`src/rtl/store_buffer_if.sv`:
```
// Store buffer bus: memory-stage store/load ports, dcache drain port, and status.
// Handshakes: a store transfers on a clock edge where st_valid & st_ready; a drain
// pops on an edge where drain_req & drain_ack; loads are single-cycle combinational probes.
interface store_buffer_if #(
  parameter int DEPTH  = 4,
  parameter int ADDR_W = 32,
  parameter int DATA_W = 32
);
  localparam int CNT_W = $clog2(DEPTH) + 1;

  logic              st_valid;
  logic [ADDR_W-1:0] st_addr;
  logic [DATA_W-1:0] st_data;
  logic [1:0]        st_size;
  logic              st_ready;

  logic              ld_valid;
  logic [ADDR_W-1:0] ld_addr;
  logic [1:0]        ld_size;
  logic              ld_hit;
  logic [DATA_W-1:0] ld_data;
  logic              ld_conflict;

  logic              cache_busy;
  logic              drain_req;
  logic [ADDR_W-1:0] drain_addr;
  logic [DATA_W-1:0] drain_data;
  logic [3:0]        drain_be;
  logic              drain_ack;

  logic              empty;
  logic              full;
  logic [CNT_W-1:0]  dbg_count;

  modport master (
    output st_valid, st_addr, st_data, st_size,
    output ld_valid, ld_addr, ld_size,
    output cache_busy, drain_ack,
    input  st_ready, ld_hit, ld_data, ld_conflict,
    input  drain_req, drain_addr, drain_data, drain_be,
    input  empty, full, dbg_count
  );

  modport slave (
    input  st_valid, st_addr, st_data, st_size,
    input  ld_valid, ld_addr, ld_size,
    input  cache_busy, drain_ack,
    output st_ready, ld_hit, ld_data, ld_conflict,
    output drain_req, drain_addr, drain_data, drain_be,
    output empty, full, dbg_count
  );
endinterface

```
`src/rtl/store_buffer.sv`:
```
// In-order store buffer: one-cycle store accept, program-order drain to the dcache
// when the memory stage leaves the port free, and youngest-first load forwarding.
module store_buffer #(
  parameter int DEPTH  = 4,
  parameter int ADDR_W = 32,
  parameter int DATA_W = 32
) (
  input logic          clk,
  input logic          rst,
  store_buffer_if.slave bus
);
  localparam int PTR_W = $clog2(DEPTH);
  localparam int CNT_W = PTR_W + 1;
  localparam int WA_W  = ADDR_W - 2;

  logic [DEPTH-1:0]  valid_q;
  logic [WA_W-1:0]   addr_q [DEPTH];
  logic [DATA_W-1:0] data_q [DEPTH];
  logic [3:0]        be_q   [DEPTH];
  logic [PTR_W-1:0]  head_q, head_d;
  logic [PTR_W-1:0]  tail_q, tail_d;
  logic [CNT_W-1:0]  count_q, count_d;

  logic              full, empty, push, pop;
  logic [3:0]        st_be, ld_mask;
  logic [DATA_W-1:0] st_lanes;

  function automatic logic [3:0] lane_mask(input logic [1:0] a, input logic [1:0] size);
    logic [3:0] m;
    case (size)
      2'b00:   m = 4'b0001 << a;
      2'b01:   m = a[1] ? 4'b1100 : 4'b0011;
      default: m = 4'b1111;
    endcase
    return m;
  endfunction

  assign full  = (count_q == CNT_W'(DEPTH));
  assign empty = (count_q == '0);

  // A full buffer never accepts, even when the head pops on the same edge.
  assign push = bus.st_valid & ~full;
  assign pop  = bus.drain_req & bus.drain_ack;

  assign st_be   = lane_mask(bus.st_addr[1:0], bus.st_size);
  assign ld_mask = lane_mask(bus.ld_addr[1:0], bus.ld_size);

  always_comb begin
    case (bus.st_size)
      2'b00:   st_lanes = {4{bus.st_data[7:0]}};
      2'b01:   st_lanes = {2{bus.st_data[15:0]}};
      default: st_lanes = bus.st_data;
    endcase
  end

  always_comb begin
    head_d  = head_q;
    tail_d  = tail_q;
    count_d = count_q;
    if (push) tail_d = tail_q + 1'b1;
    if (pop)  head_d = head_q + 1'b1;
    if (push && !pop)      count_d = count_q + 1'b1;
    else if (pop && !push) count_d = count_q - 1'b1;
  end

  // Push and pop never target the same slot: pop needs !empty, push needs !full.
  always_ff @(posedge clk) begin
    if (rst) begin
      head_q  <= '0;
      tail_q  <= '0;
      count_q <= '0;
      valid_q <= '0;
    end else begin
      head_q  <= head_d;
      tail_q  <= tail_d;
      count_q <= count_d;
      if (pop)  valid_q[head_q] <= 1'b0;
      if (push) valid_q[tail_q] <= 1'b1;
    end
  end

  always_ff @(posedge clk) begin
    if (push) begin
      addr_q[tail_q] <= bus.st_addr[ADDR_W-1:2];
      data_q[tail_q] <= st_lanes;
      be_q[tail_q]   <= st_be;
    end
  end

  assign bus.st_ready   = ~full;
  assign bus.empty      = empty;
  assign bus.full       = full;
  assign bus.dbg_count  = count_q;
  assign bus.drain_req  = ~empty & ~bus.cache_busy;
  assign bus.drain_addr = {addr_q[head_q], 2'b00};
  assign bus.drain_data = data_q[head_q];
  assign bus.drain_be   = be_q[head_q];

  // Youngest-first scan: the first overlapping entry decides hit versus conflict.
  logic              fwd_found, fwd_hit, fwd_conflict;
  logic [DATA_W-1:0] fwd_data;
  logic [PTR_W-1:0]  idx;
  logic [3:0]        ovl;

  always_comb begin
    fwd_found    = 1'b0;
    fwd_hit      = 1'b0;
    fwd_conflict = 1'b0;
    fwd_data     = '0;
    idx          = '0;
    ovl          = '0;
    for (int i = 0; i < DEPTH; i++) begin
      idx = tail_q - PTR_W'(i + 1);
      ovl = be_q[idx] & ld_mask;
      if (!fwd_found && valid_q[idx] &&
          (addr_q[idx] == bus.ld_addr[ADDR_W-1:2]) && (ovl != 4'b0000)) begin
        fwd_found = 1'b1;
        if (ovl == ld_mask) begin
          fwd_hit  = 1'b1;
          fwd_data = data_q[idx];
        end else begin
          fwd_conflict = 1'b1;
        end
      end
    end
  end

  assign bus.ld_hit      = bus.ld_valid & fwd_hit;
  assign bus.ld_conflict = bus.ld_valid & fwd_conflict;
  assign bus.ld_data     = (bus.ld_valid & fwd_hit) ? fwd_data : '0;

endmodule

```
`src/flat_wrapper.sv`:
```
// flat-port wrapper written by rule: the top's interface ports become plain ports
module store_buffer_flat 
#(
  parameter int DEPTH  = 4,
  parameter int ADDR_W = 32,
  parameter int DATA_W = 32
)
  (clk, rst, bus_st_valid, bus_st_addr, bus_st_data, bus_st_size, bus_ld_valid, bus_ld_addr, bus_ld_size, bus_cache_busy, bus_drain_ack, bus_st_ready, bus_ld_hit, bus_ld_data, bus_ld_conflict, bus_drain_req, bus_drain_addr, bus_drain_data, bus_drain_be, bus_empty, bus_full, bus_dbg_count);
  store_buffer_if #(.DEPTH(DEPTH), .ADDR_W(ADDR_W), .DATA_W(DATA_W)) bus_i ();
  input logic clk;
  input logic rst;
  input wire logic [$bits(bus_i.st_valid)-1:0] bus_st_valid;
  input wire logic [$bits(bus_i.st_addr)-1:0] bus_st_addr;
  input wire logic [$bits(bus_i.st_data)-1:0] bus_st_data;
  input wire logic [$bits(bus_i.st_size)-1:0] bus_st_size;
  input wire logic [$bits(bus_i.ld_valid)-1:0] bus_ld_valid;
  input wire logic [$bits(bus_i.ld_addr)-1:0] bus_ld_addr;
  input wire logic [$bits(bus_i.ld_size)-1:0] bus_ld_size;
  input wire logic [$bits(bus_i.cache_busy)-1:0] bus_cache_busy;
  input wire logic [$bits(bus_i.drain_ack)-1:0] bus_drain_ack;
  output wire logic [$bits(bus_i.st_ready)-1:0] bus_st_ready;
  output wire logic [$bits(bus_i.ld_hit)-1:0] bus_ld_hit;
  output wire logic [$bits(bus_i.ld_data)-1:0] bus_ld_data;
  output wire logic [$bits(bus_i.ld_conflict)-1:0] bus_ld_conflict;
  output wire logic [$bits(bus_i.drain_req)-1:0] bus_drain_req;
  output wire logic [$bits(bus_i.drain_addr)-1:0] bus_drain_addr;
  output wire logic [$bits(bus_i.drain_data)-1:0] bus_drain_data;
  output wire logic [$bits(bus_i.drain_be)-1:0] bus_drain_be;
  output wire logic [$bits(bus_i.empty)-1:0] bus_empty;
  output wire logic [$bits(bus_i.full)-1:0] bus_full;
  output wire logic [$bits(bus_i.dbg_count)-1:0] bus_dbg_count;
  assign bus_i.st_valid = bus_st_valid;
  assign bus_i.st_addr = bus_st_addr;
  assign bus_i.st_data = bus_st_data;
  assign bus_i.st_size = bus_st_size;
  assign bus_i.ld_valid = bus_ld_valid;
  assign bus_i.ld_addr = bus_ld_addr;
  assign bus_i.ld_size = bus_ld_size;
  assign bus_i.cache_busy = bus_cache_busy;
  assign bus_i.drain_ack = bus_drain_ack;
  assign bus_st_ready = bus_i.st_ready;
  assign bus_ld_hit = bus_i.ld_hit;
  assign bus_ld_data = bus_i.ld_data;
  assign bus_ld_conflict = bus_i.ld_conflict;
  assign bus_drain_req = bus_i.drain_req;
  assign bus_drain_addr = bus_i.drain_addr;
  assign bus_drain_data = bus_i.drain_data;
  assign bus_drain_be = bus_i.drain_be;
  assign bus_empty = bus_i.empty;
  assign bus_full = bus_i.full;
  assign bus_dbg_count = bus_i.dbg_count;
  store_buffer #(.DEPTH(DEPTH), .ADDR_W(ADDR_W), .DATA_W(DATA_W)) u_core (.clk(clk), .rst(rst), .bus(bus_i));
endmodule
```
`config.mk`:
```
export PLATFORM = sky130hd
export DESIGN_NAME = store_buffer_flat
export DESIGN_NICKNAME = d
export VERILOG_FILES = /design/src/rtl/store_buffer_if.sv /design/src/rtl/store_buffer.sv /design/src/flat_wrapper.sv
export SDC_FILE = /design/constraint.sdc
export NUM_CORES = 1
export LEC_CHECK = 0
export CORE_ASPECT_RATIO = 1.1
export CORE_MARGIN = 3
export CORE_UTILIZATION = 45
export CTS_BUF_LIST = sky130_fd_sc_hd__clkbuf_8
export DETAILED_ROUTE_END_ITERATION = 7
export PLACE_DENSITY = 0.66
export SYNTH_ARGS = -nofsm -noshare
export SYNTH_HDL_FRONTEND = slang
export SYNTH_SLANG_ARGS = --single-unit
```
`constraint.sdc`:
```
create_clock -name clk -period 6.61 [get_ports clk]
set_clock_uncertainty 0.15 [all_clocks]
set_input_delay 1.322 -clock clk [delete_from_list [all_inputs] [get_ports clk]]
set_output_delay 1.322 -clock clk [all_outputs]
set_load 0.02 [all_outputs]
```
==> impl_metrics.tcl, run 1 <==
set metrics [dict create \
    antenna_found_initial 2 \
    status "finished, final reports clean" \
    combPwrFrac_pct 48.4 \
    htreeDepth 2 \
    drive_gt1_share_pct 25.57 \
    synth_top_family_by_area "multiplexers" \
    die-area_sq_um 47720 \
    synth-seq-area-share_pct 40.52 \
    rsz0062_at_grt "false" \
    critical-path-max-stage-delay_ns 0.60 \
    hold_class "reg2reg" \
    avgSynthCellArea_sq_um 12.64 \
    finalHoldViolations 0 \
    worst_ep_arrival_time_ns 4.95 \
    vias 16080 \
    p_int_w 0.004779 \
    cts.path.max_buffers 3 \
    synth.mux.area_fraction_pct 32.54 \
    grt_overflow 0 \
    grt_util_all_layers_pct 27.35 \
    grt_pass1_vias 16010 \
    rows 81 \
    cts_made_buffers 49 \
    synth-compound-area-share_pct 9.846 \
    core_area_sq_um 44490 \
    dp_hpwl_um 45900 \
    viasPerCell 6.535 \
    grt_pass1_wl_um 100400 \
    insertion_delay_ns 0.64 \
    ant_nets 0 \
    reg2reg_slack_ns 3.40 \
    crit_top_cell "buf_4" \
    cts_sinks 279 \
    synth_enable_flop_cells 264 \
    max-cap-violations 0 \
    tritoncts "done" \
    fp.dieW_um 208.5 \
    ir_worst_vdd_v 0.0002067 \
    slew_violations 0 \
    yosysWarnings 0 \
    min_period_over_period_pct 97.18 \
    worstSetupPathType "reg2out" \
    clock.fmax_mhz 155.7 \
    p_per_area_nw_per_um2 317.8 \
    p_leak_nw 8.311 \
    netSwitchingPower_w 0.003023 \
    synth_fa_ha_area_share_pct 0.6531 \
    whs_ns 0.3663 \
    worstPathRequired_ns 5.14 \
    clockPowerShare_pct 20.0 \
    layout-area-overhead-vs-synth_pct 20.90 \
    place.gp.congestion 0.9840 \
    synth_area_leaders "edfxtp_1 39%, mux4_2 23%, mux2i_1 6.7%, xnor2_1 3.6%, mux2_2 3.3%" \
    synth_area_leader_cell "edfxtp_1" \
    synth.most_common_cell "edfxtp_1" \
    netlist_top_cells_count "264 x edfxtp_1, 203 x mux4_2, 136 x mux2i_1" \
    p_sw_share_pct 38.74 \
    fin_area_sq_um 24550 \
    tightestPinTransition_ns 1.026 \
    grt_max_degree 117 \
    ys_ff_latch 279 \
    num_io_pins 215 \
    drt_pass1_iterations 5 \
    placed_cell_area_sq_um 23360 \
    period_needed_ns 6.423 \
    port_buffers 212 \
    fp.dieH_um 228.8 \
    seqPwrFrac_pct 31.6 \
    critPathCaptureType "primary output" \
    synth.distinct_cells 80 \
    syn_area_sq_um 20310 \
    drcViolationCount 0 \
    yosys_most_used_dff "edfxtp_1" \
    synthCells 1607 \
    fin_nets 1958 \
    cp_max_fo 28 \
    synthArstFlopShare_pct 0 \
    drt_iter0_markers 1730 \
    yosys.area_share.simple_pct 7.591 \
    initial_core_util_pct 45.64 \
    drt-wirelength-per-cell_um 27.20 \
    cp_cell_sequence "buf_12 > buf_12 > mux4_2 > o2bb2ai_1 > or4_1 > nor4_2 > buf_4 > nor4b_4 > buf_4 > a21oi_2 > and2_4 > buf_4 > a221o_1 > a21oi_1 > clkbuf_2" \
    clockRootBuffer "clkbuf_8" \
    crit_path_top_delay_cell "or4_1" \
    synth_xor_area_share_pct 4.744 \
    yosysTopAreaCellShare_pct 39.04 \
    slew_headroom_pct 31.59 \
    clk_pin_slew_ns 0.07 \
    critPathLaunchType "flip-flop" \
    finalSetupViolCount 0 \
    routed_wl_um 66920 \
]
worst max-delay path: cells and delay by family, from the launching register on:
family	cells	cell delay, ns
and+or+nand+nor	4	1.38
buffers and inverters	6	1.15
AOI/OAI and AO/OA	4	0.83
muxes	1	0.53
DFF	1	0.43
worst paths after layout:
path                                  from                             to  depth (start not counted)
min reg2reg  u_core.head_q[1]$_SDFFE_PP0P_  u_core.head_q[1]$_SDFFE_PP0P_                          2
max reg2reg  u_core.tail_q[0]$_SDFFE_PP0P_  u_core.data_q[3][0]$_DFFE_PP_                          5
min          u_core.head_q[1]$_SDFFE_PP0P_  u_core.head_q[1]$_SDFFE_PP0P_                          2
max          u_core.tail_q[0]$_SDFFE_PP0P_                bus_ld_data[27]                         15
layout make-up:
cell class	instances	area [sq um]
Tap cell	581	726.9
Inverter	31	116.4
Clock inverter	37	247.7
Antenna cell	2	5.005
Multi-Input combinational cell	1148	11330
Timing Repair Buffer	333	3201
Fill cell	3707	19940
Sequential cell	279	8250
Clock buffer	49	674.4
power groups by stage:
stage	logic, W	clock network, W	registers [W]
floorplan	0.00260	0	0.00237
global placement	0.00364	0	0.00250
detailed placement	0.00365	0	0.00252
CTS	0.00374	0.00159	0.00247
global route	0.00400	0.00167	0.00250
finish	0.00377	0.00156	0.00247
layout by cell type, fill, tap and decap left out, types with 22 or more instances in the layout:
| cell type | instances |
|---|---|
| edfxtp_1 | 264 |
| mux4_2 | 203 |
| clkdlybuf4s50_1 | 179 |
| mux2i_1 | 135 |
| nand2_1 | 122 |
| buf_4 | 110 |
| a21oi_1 | 94 |
| xnor2_1 | 81 |
| nor2_1 | 78 |
| mux2_2 | 60 |
| o21ai_0 | 59 |
| clkbuf_8 | 49 |
| inv_1 | 39 |
| o22ai_1 | 32 |
| a31oi_1 | 30 |
| xor2_1 | 27 |
| or4_1 | 24 |
| dlymetal6s2s_1 | 22 |
sequential cells by signal (all words and copies together), names as in the netlist, named ones only:
register	flops
u_core.tail_q	2
u_core.head_q	2
u_core.bus.dbg_count	3
u_core.be_q	16
u_core.addr_q	120
u_core.data_q	128
u_core.valid_q	4
metrics by stage:
step	total power, W	setup TNS, ns	setup WS, ns	util, %	cells
after detailed placement	0.006174	-2.048	-0.2247	52.52	2355
after global placement	0.006146	-1.762	-0.2779	52.52	2355
after floorplan	0.004970	0	0.03267	-	1608
after global routing	0.008169	0	0.04898	55.18	2459
after CTS	0.007798	0	0.02403	54.80	2446
final	0.007802	0	0.1866	55.18	2460
kinds of logic (layout without fill, tap and decap cells):
| kind of cell | Yosys count | in the layout |
|---|---|---|
| AO/OA/AOI/OAI | 309 | 309 |
| XOR/XNOR | 110 | 110 |
| other | 1 | 4 |
| buffers and inverters | 181 | 450 |
| adder cells (fa/ha/maj) | 10 | 10 |
| flip-flops | 279 | 279 |
| multiplexers | 399 | 399 |
| AND/OR/NAND/NOR | 318 | 318 |
timing repair:
item                       CTS  global route
hold buffers                 0             0
buffers inserted             5            12
resized for setup           17            29
pin swaps                    0             1
setup endpoints to repair   33            24
gates cloned                 0             0
per-layer routing:
layer	part of all wire (%)	vias up	GRT usage, %
li1	-	6890	-
met1	38	8164	35.26
met2	50	872	46.07
met3	8.3	151	5.312
met4	3.7	0	10.22
met5	0	-	0
(Power assumes the default switching activity.)
==> run 2: changes to the inputs <==
Settings changed: REMOVE_ABC_BUFFERS set to 1.
==> run 2 against run 1 <==
Against the previous run:
- sequential share of layout area shrank 0.42 points
- die area unchanged
- register-to-register slack better by 0.21 ns
- global-route usage increased by 0.36 points
- first-iteration DRC count increased by 0.81%
- critical path type is now in2out
- largest cell class unchanged
- largest power group unchanged
- highest routed layer is now met5
==> impl_metrics.tcl, run 2 (synthesis gave the netlist of run 1 again) <==
set metrics [dict create \
    status "finished, final reports clean" \
    num_io_pins 215 \
    grt_util_all_layers_pct 27.71 \
    slew_headroom_pct 19.31 \
    top_regs "u_core.data_q (128), u_core.addr_q (120), u_core.be_q (16)" \
    ant_nets 0 \
    tightestPinTransition_ns 1.206 \
    min_period_over_period_pct 98.99 \
    placed_cell_area_sq_um 23640 \
    hold_class "reg2reg" \
    period_needed_ns 6.543 \
    fin_area_sq_um 24860 \
    drcViolationCount 0 \
    layout-area-overhead-vs-synth_pct 22.44 \
    grt_pass1_vias 16160 \
    fp.dieW_um 208.5 \
    grt_overflow 0 \
    clk_pin_slew_ns 0.06 \
    drive_gt1_share_pct 26.10 \
    rows 81 \
    critPathLaunchType "primary input" \
    place.gp.congestion 0.9518 \
    die-area_sq_um 47720 \
    ir_worst_vdd_v 0.0001812 \
    max-cap-violations 0 \
    post-place-ws_ns -0.3545 \
    rsz0062_at_grt "true" \
    reg2reg_slack_ns 3.61 \
    multi_input_area_sq_um 11340 \
    rr_worst_depth 5 \
    grt_pass1_wl_um 101200 \
    fill_cells 3735 \
    worst_ep_arrival_time_ns 5.07 \
    worstReg2RegEnd "u_core.addr_q[1][0]$_DFFE_PP_" \
    cts_sinks 279 \
    worstPathRequired_ns 5.14 \
    r2r-start "u_core.tail_q[0]$_SDFFE_PP0P_" \
    dp_hpwl_um 46370 \
    p_per_area_nw_per_um2 318.0 \
    final_common_cell "edfxtp_1" \
    power.total_w 0.007905 \
    viasPerCell 6.470 \
    tritoncts "done" \
    critPathCaptureType "primary output" \
    wl_met1_um 25840 \
    finalNonFillerCells 2486 \
    ctsHoldBuffers 0 \
    dp_cells 2382 \
    drt_pass1_iterations 5 \
    port_buffers 212 \
    grt_max_degree 65 \
    core_area_sq_um 44490 \
    cts.path.max_buffers 3 \
    drt-wirelength-per-cell_um 27.20 \
    crit_path_start "bus_ld_addr[19]" \
    largest_reg_flops 128 \
    initial_core_util_pct 45.64 \
    cp_max_fo 24 \
    worstSetupPathType "in2out" \
    clock.fmax_mhz 152.8 \
    largest-register "u_core.data_q" \
    drt_iter0_markers 1744 \
    tns_ns 0 \
    htreeDepth 2 \
    wl_met2_um 33160 \
    cts_made_buffers 50 \
    vias 16090 \
    insertion_delay_ns 0.63 \
    dr_wl_met3_um 6074 \
    routed_wl_um 67620 \
    slew_violations 0 \
    ff_latch_area_sq_um 8250 \
    antenna_found_initial 4 \
    fin_nets 1979 \
    clockRootBuffer "clkbuf_8" \
    worstSetupEndpoint "bus_ld_data[6]" \
    highest_layer "met5" \
    fp.dieH_um 228.8 \
    final_cell_mix "264 x edfxtp_1, 203 x mux4_2, 181 x clkdlybuf4s50_1, 132 x mux2i_1" \
    p_leak_nw 8.550 \
    finalHoldViolations 0 \
    finalSetupViolCount 0 \
    timing.final.ws_setup_ns 0.06657 \
]
## run 2: how the worst min path moves through the flow
stage                                      endpoint  cells past startpoint                                  from  slack (ns)
4_1_cts        u_core.bus.dbg_count[2]$_SDFFE_PP0P_                      2  u_core.bus.dbg_count[2]$_SDFFE_PP0P_        0.37
3_5_place_dp   u_core.bus.dbg_count[2]$_SDFFE_PP0P_                      2  u_core.bus.dbg_count[2]$_SDFFE_PP0P_        0.37
6_report       u_core.bus.dbg_count[2]$_SDFFE_PP0P_                      2  u_core.bus.dbg_count[2]$_SDFFE_PP0P_        0.37
5_1_grt        u_core.bus.dbg_count[2]$_SDFFE_PP0P_                      2  u_core.bus.dbg_count[2]$_SDFFE_PP0P_        0.41
2_1_floorplan                             flip-flop                      2         u_core.head_q[1]$_SDFFE_PP0P_        0.33
3_3_place_gp   u_core.bus.dbg_count[2]$_SDFFE_PP0P_                      2  u_core.bus.dbg_count[2]$_SDFFE_PP0P_        0.35
## run 2: layout make-up
cell class	count	share of cell area [%]
multi-input combinational	1148	45.59
sequential	279	33.18
timing repair buffer	353	13.87
clock buffer	54	2.989
tap	581	2.924
clock inverter	39	0.9612
inverter	31	0.4680
antenna	1	0.01006
## run 2: report_power, final
part           switching [W]  internal (W)  leakage, nW  total (W)
registers           0.000268       0.00221         2.54    0.00247
clock network       0.000747      0.000867        0.578    0.00161
logic                0.00202       0.00179         5.43    0.00382
total                0.00304       0.00487         8.55    0.00791
## run 2: metrics by stage
stage,hold slack [ns],utilization [%]
after floorplan,0.3258,-
after global placement,0.3506,53.14
after detailed placement,0.3655,53.14
after CTS,0.3737,55.52
after global routing,0.4125,55.88
final,0.3676,55.88
## run 2: what timing repair did
item,CTS,global route
gates cloned,0,1
gates resized for setup,12,35
setup buffers,7,2
setup endpoints to repair,33,29
pin swaps,2,1
## run 2: worst max-delay path, cell delays in order
cell and delay, ns:
clkdlybuf4s50_1 0.51, nand2b_1 0.19, mux2_2 0.27, a211o_1 0.28, or4_4 0.57, buf_4 0.26
or4_1 0.53, o22ai_1 0.16, a31oi_1 0.07, a21oi_2 0.24, clkdlybuf4s50_1 0.64
## run 2: metal layers
metal  track usage (%)  vias to the layer above
met5                 0                        -
met4             9.881                        6
met3             5.779                      154
met2             46.15                      888
met1             36.18                     8105
li1                  -                     6932
==> run 3: changes to the inputs <==
Settings changed: SKIP_CTS_REPAIR_TIMING set to 1.
==> run 3 against run 2 <==
Against the previous run:
- total power grew 0.48%
- cell area rose by 0.41%
- non-clock buffer count is 8 higher
- first-iteration DRC count fell by 2.5%
- die area unchanged
- global-route usage is 0.056 points lower
- clock power about the same
- setup slack improved by 0.11 ns
- sequential power about the same
- critical path type is now reg2out
- critical endpoint is now bus_ld_hit
- largest cell class unchanged
- largest power group unchanged
- highest routed layer unchanged
==> impl_metrics.tcl, run 3 (synthesis gave the netlist of run 1 again) <==
set metrics [dict create \
    critPathCaptureType "primary output" \
    clk_pin_slew_ns 0.06 \
    drt_iter0_markers 1700 \
    fin_nets 1987 \
    crit_top_cell "buf_4" \
    grt_max_degree 65 \
    core_area_sq_um 44490 \
    max-cap-violations 0 \
    routed_wl_um 67640 \
    wl_met1_um 25940 \
    largest_reg_flops 128 \
    drcViolationCount 0 \
    rsz0062_at_grt "false" \
    hold_class "reg2reg" \
    crit_path_top_delay_cell "or4_1" \
    ir_worst_vdd_v 0.0001825 \
    tritoncts "done" \
    port_buffers 212 \
    vias 16040 \
    drt-wirelength-per-cell_um 27.12 \
    critical-path-max-stage-delay_ns 0.54 \
    finalHoldViolations 0 \
    dr_wl_met3_um 5988 \
    period_needed_ns 6.434 \
    initial_core_util_pct 45.64 \
    die-area_sq_um 47720 \
    rows 81 \
    grt_overflow 0 \
    post-place-ws_ns -0.3545 \
    cp.buffers_inverters 6 \
    grt_pass1_wl_um 101100 \
    cts_sinks 279 \
    layout-area-overhead-vs-synth_pct 22.94 \
    final_common_cell "edfxtp_1" \
    slew_violations 0 \
    worstPathRequired_ns 5.14 \
    status "finished, final reports clean" \
    fill_cells 3730 \
    worst_ep_arrival_time_ns 4.96 \
    highest_layer "met5" \
    cp_cell_sequence "clkinv_1 > ha_4 > mux4_2 > o2bb2ai_1 > or4_1 > nor4_1 > buf_4 > nor4b_4 > buf_4 > a21oi_2 > o21a_1 > o21ai_4 > buf_4 > inv_1 > clkdlybuf4s50_1" \
    fp.dieW_um 208.5 \
    worstSetupPathType "reg2out" \
    fp.dieH_um 228.8 \
    largest-register "u_core.data_q" \
    slew_headroom_pct 19.78 \
    grt_util_all_layers_pct 27.66 \
    p_leak_nw 8.670 \
    drive_gt1_share_pct 26.20 \
    cts.path.max_buffers 3 \
    clockRootBuffer "clkbuf_8" \
    top_regs "u_core.data_q (128), u_core.addr_q (120), u_core.be_q (16)" \
    finalNonFillerCells 2494 \
    insertion_delay_ns 0.63 \
    dp_hpwl_um 46370 \
    place.gp.congestion 0.9518 \
    final_cell_mix "264 x edfxtp_1, 203 x mux4_2, 180 x clkdlybuf4s50_1, 136 x mux2i_1, 128 x buf_4" \
    p_per_area_nw_per_um2 318.2 \
    timing.final.ws_setup_ns 0.1762 \
    min_period_over_period_pct 97.33 \
    ant_nets 0 \
    cts_made_buffers 50 \
    critPathLaunchType "flip-flop" \
    finalSetupViolCount 0 \
    num_io_pins 215 \
    htreeDepth 2 \
    crit_family "buffers and inverters" \
    antenna_found_initial 4 \
    grt_pass1_vias 16140 \
    tightestPinTransition_ns 1.199 \
    final_core_util_pct 56.11 \
    wl_met2_um 33150 \
    cp_max_fo 11 \
    dp_cells 2382 \
    viasPerCell 6.429 \
    drt_pass1_iterations 6 \
    clock.fmax_mhz 155.4 \
]
run 3: cell count changes in the layout (fill, tap and decap cells not counted), sizes merged:
cell           before  now
dlymetal6s2s       26   31
dlygate4sd2         5    0
clkdlybuf4s50     181  180
buf               140  149
run 3: power by group:
group / internal [W] / total, W / switching, W
clock: 0.000867 / 0.00162 / 0.000748
sequential: 0.00221 / 0.00246 / 0.000259
combinational: 0.00183 / 0.00386 / 0.00204
total: 0.00490 / 0.00794 / 0.00304
run 3: metrics by stage:
| stage | area (sq um) | setup TNS [ns] | power, W | hold WS, ns |
|---|---|---|---|---|
| after global routing | 24960 | 0 | 0.008330 | 0.4125 |
| after detailed placement | 23640 | -2.104 | 0.006225 | 0.3655 |
| after CTS | 24630 | -6.480 | 0.007859 | 0.3737 |
| after global placement | 23640 | -2.196 | 0.006174 | 0.3506 |
| final | 24970 | 0 | 0.007943 | 0.3669 |
| after floorplan | 19600 | -1295.68 | 0.005161 | 0.3258 |
run 3: worst paths after layout:
path | from | endpoint | slack (ns) | cells after the start
worst max-delay path | u_core.tail_q[1]$_SDFFE_PP0P_ | bus_ld_hit | 0.18 | 15
worst min-delay path | u_core.bus.dbg_count[2]$_SDFFE_PP0P_ | u_core.bus.dbg_count[2]$_SDFFE_PP0P_ | 0.37 | 2
worst max register to register | u_core.tail_q[1]$_SDFFE_PP0P_ | u_core.addr_q[3][25]$_DFFE_PP_ | 3.69 | 4
worst min register to register | u_core.bus.dbg_count[2]$_SDFFE_PP0P_ | u_core.bus.dbg_count[2]$_SDFFE_PP0P_ | 0.37 | 2
run 3: final cells by class:
class / instances / area [sq um] / area share (%)
diodes: 1 / 2.502 / 0.01002
clock buffers: 54 / 743.2 / 2.977
clock inverters: 39 / 239.0 / 0.9572
inverters: 31 / 116.4 / 0.4661
multi-input cells: 1148 / 11330 / 45.40
flip-flops and latches: 279 / 8250 / 33.05
well taps: 581 / 726.9 / 2.912
repair buffers: 361 / 3552 / 14.23
run 3: metal layers:
metal	vias to the layer above	track usage, %
li1	6953	-
met1	8066	36.07
met2	855	46.03
met3	155	5.944
met4	6	9.713
met5	-	0
run 3: worst register-to-register path, delay by kind of cell, from the launching register on:
family | cells | cell delay, ns
adder cells (fa/ha/maj) | 1 | 0.22
flip-flops | 1 | 0.45
buffers and inverters | 2 | 0.92
AND/OR/NAND/NOR | 1 | 0.80
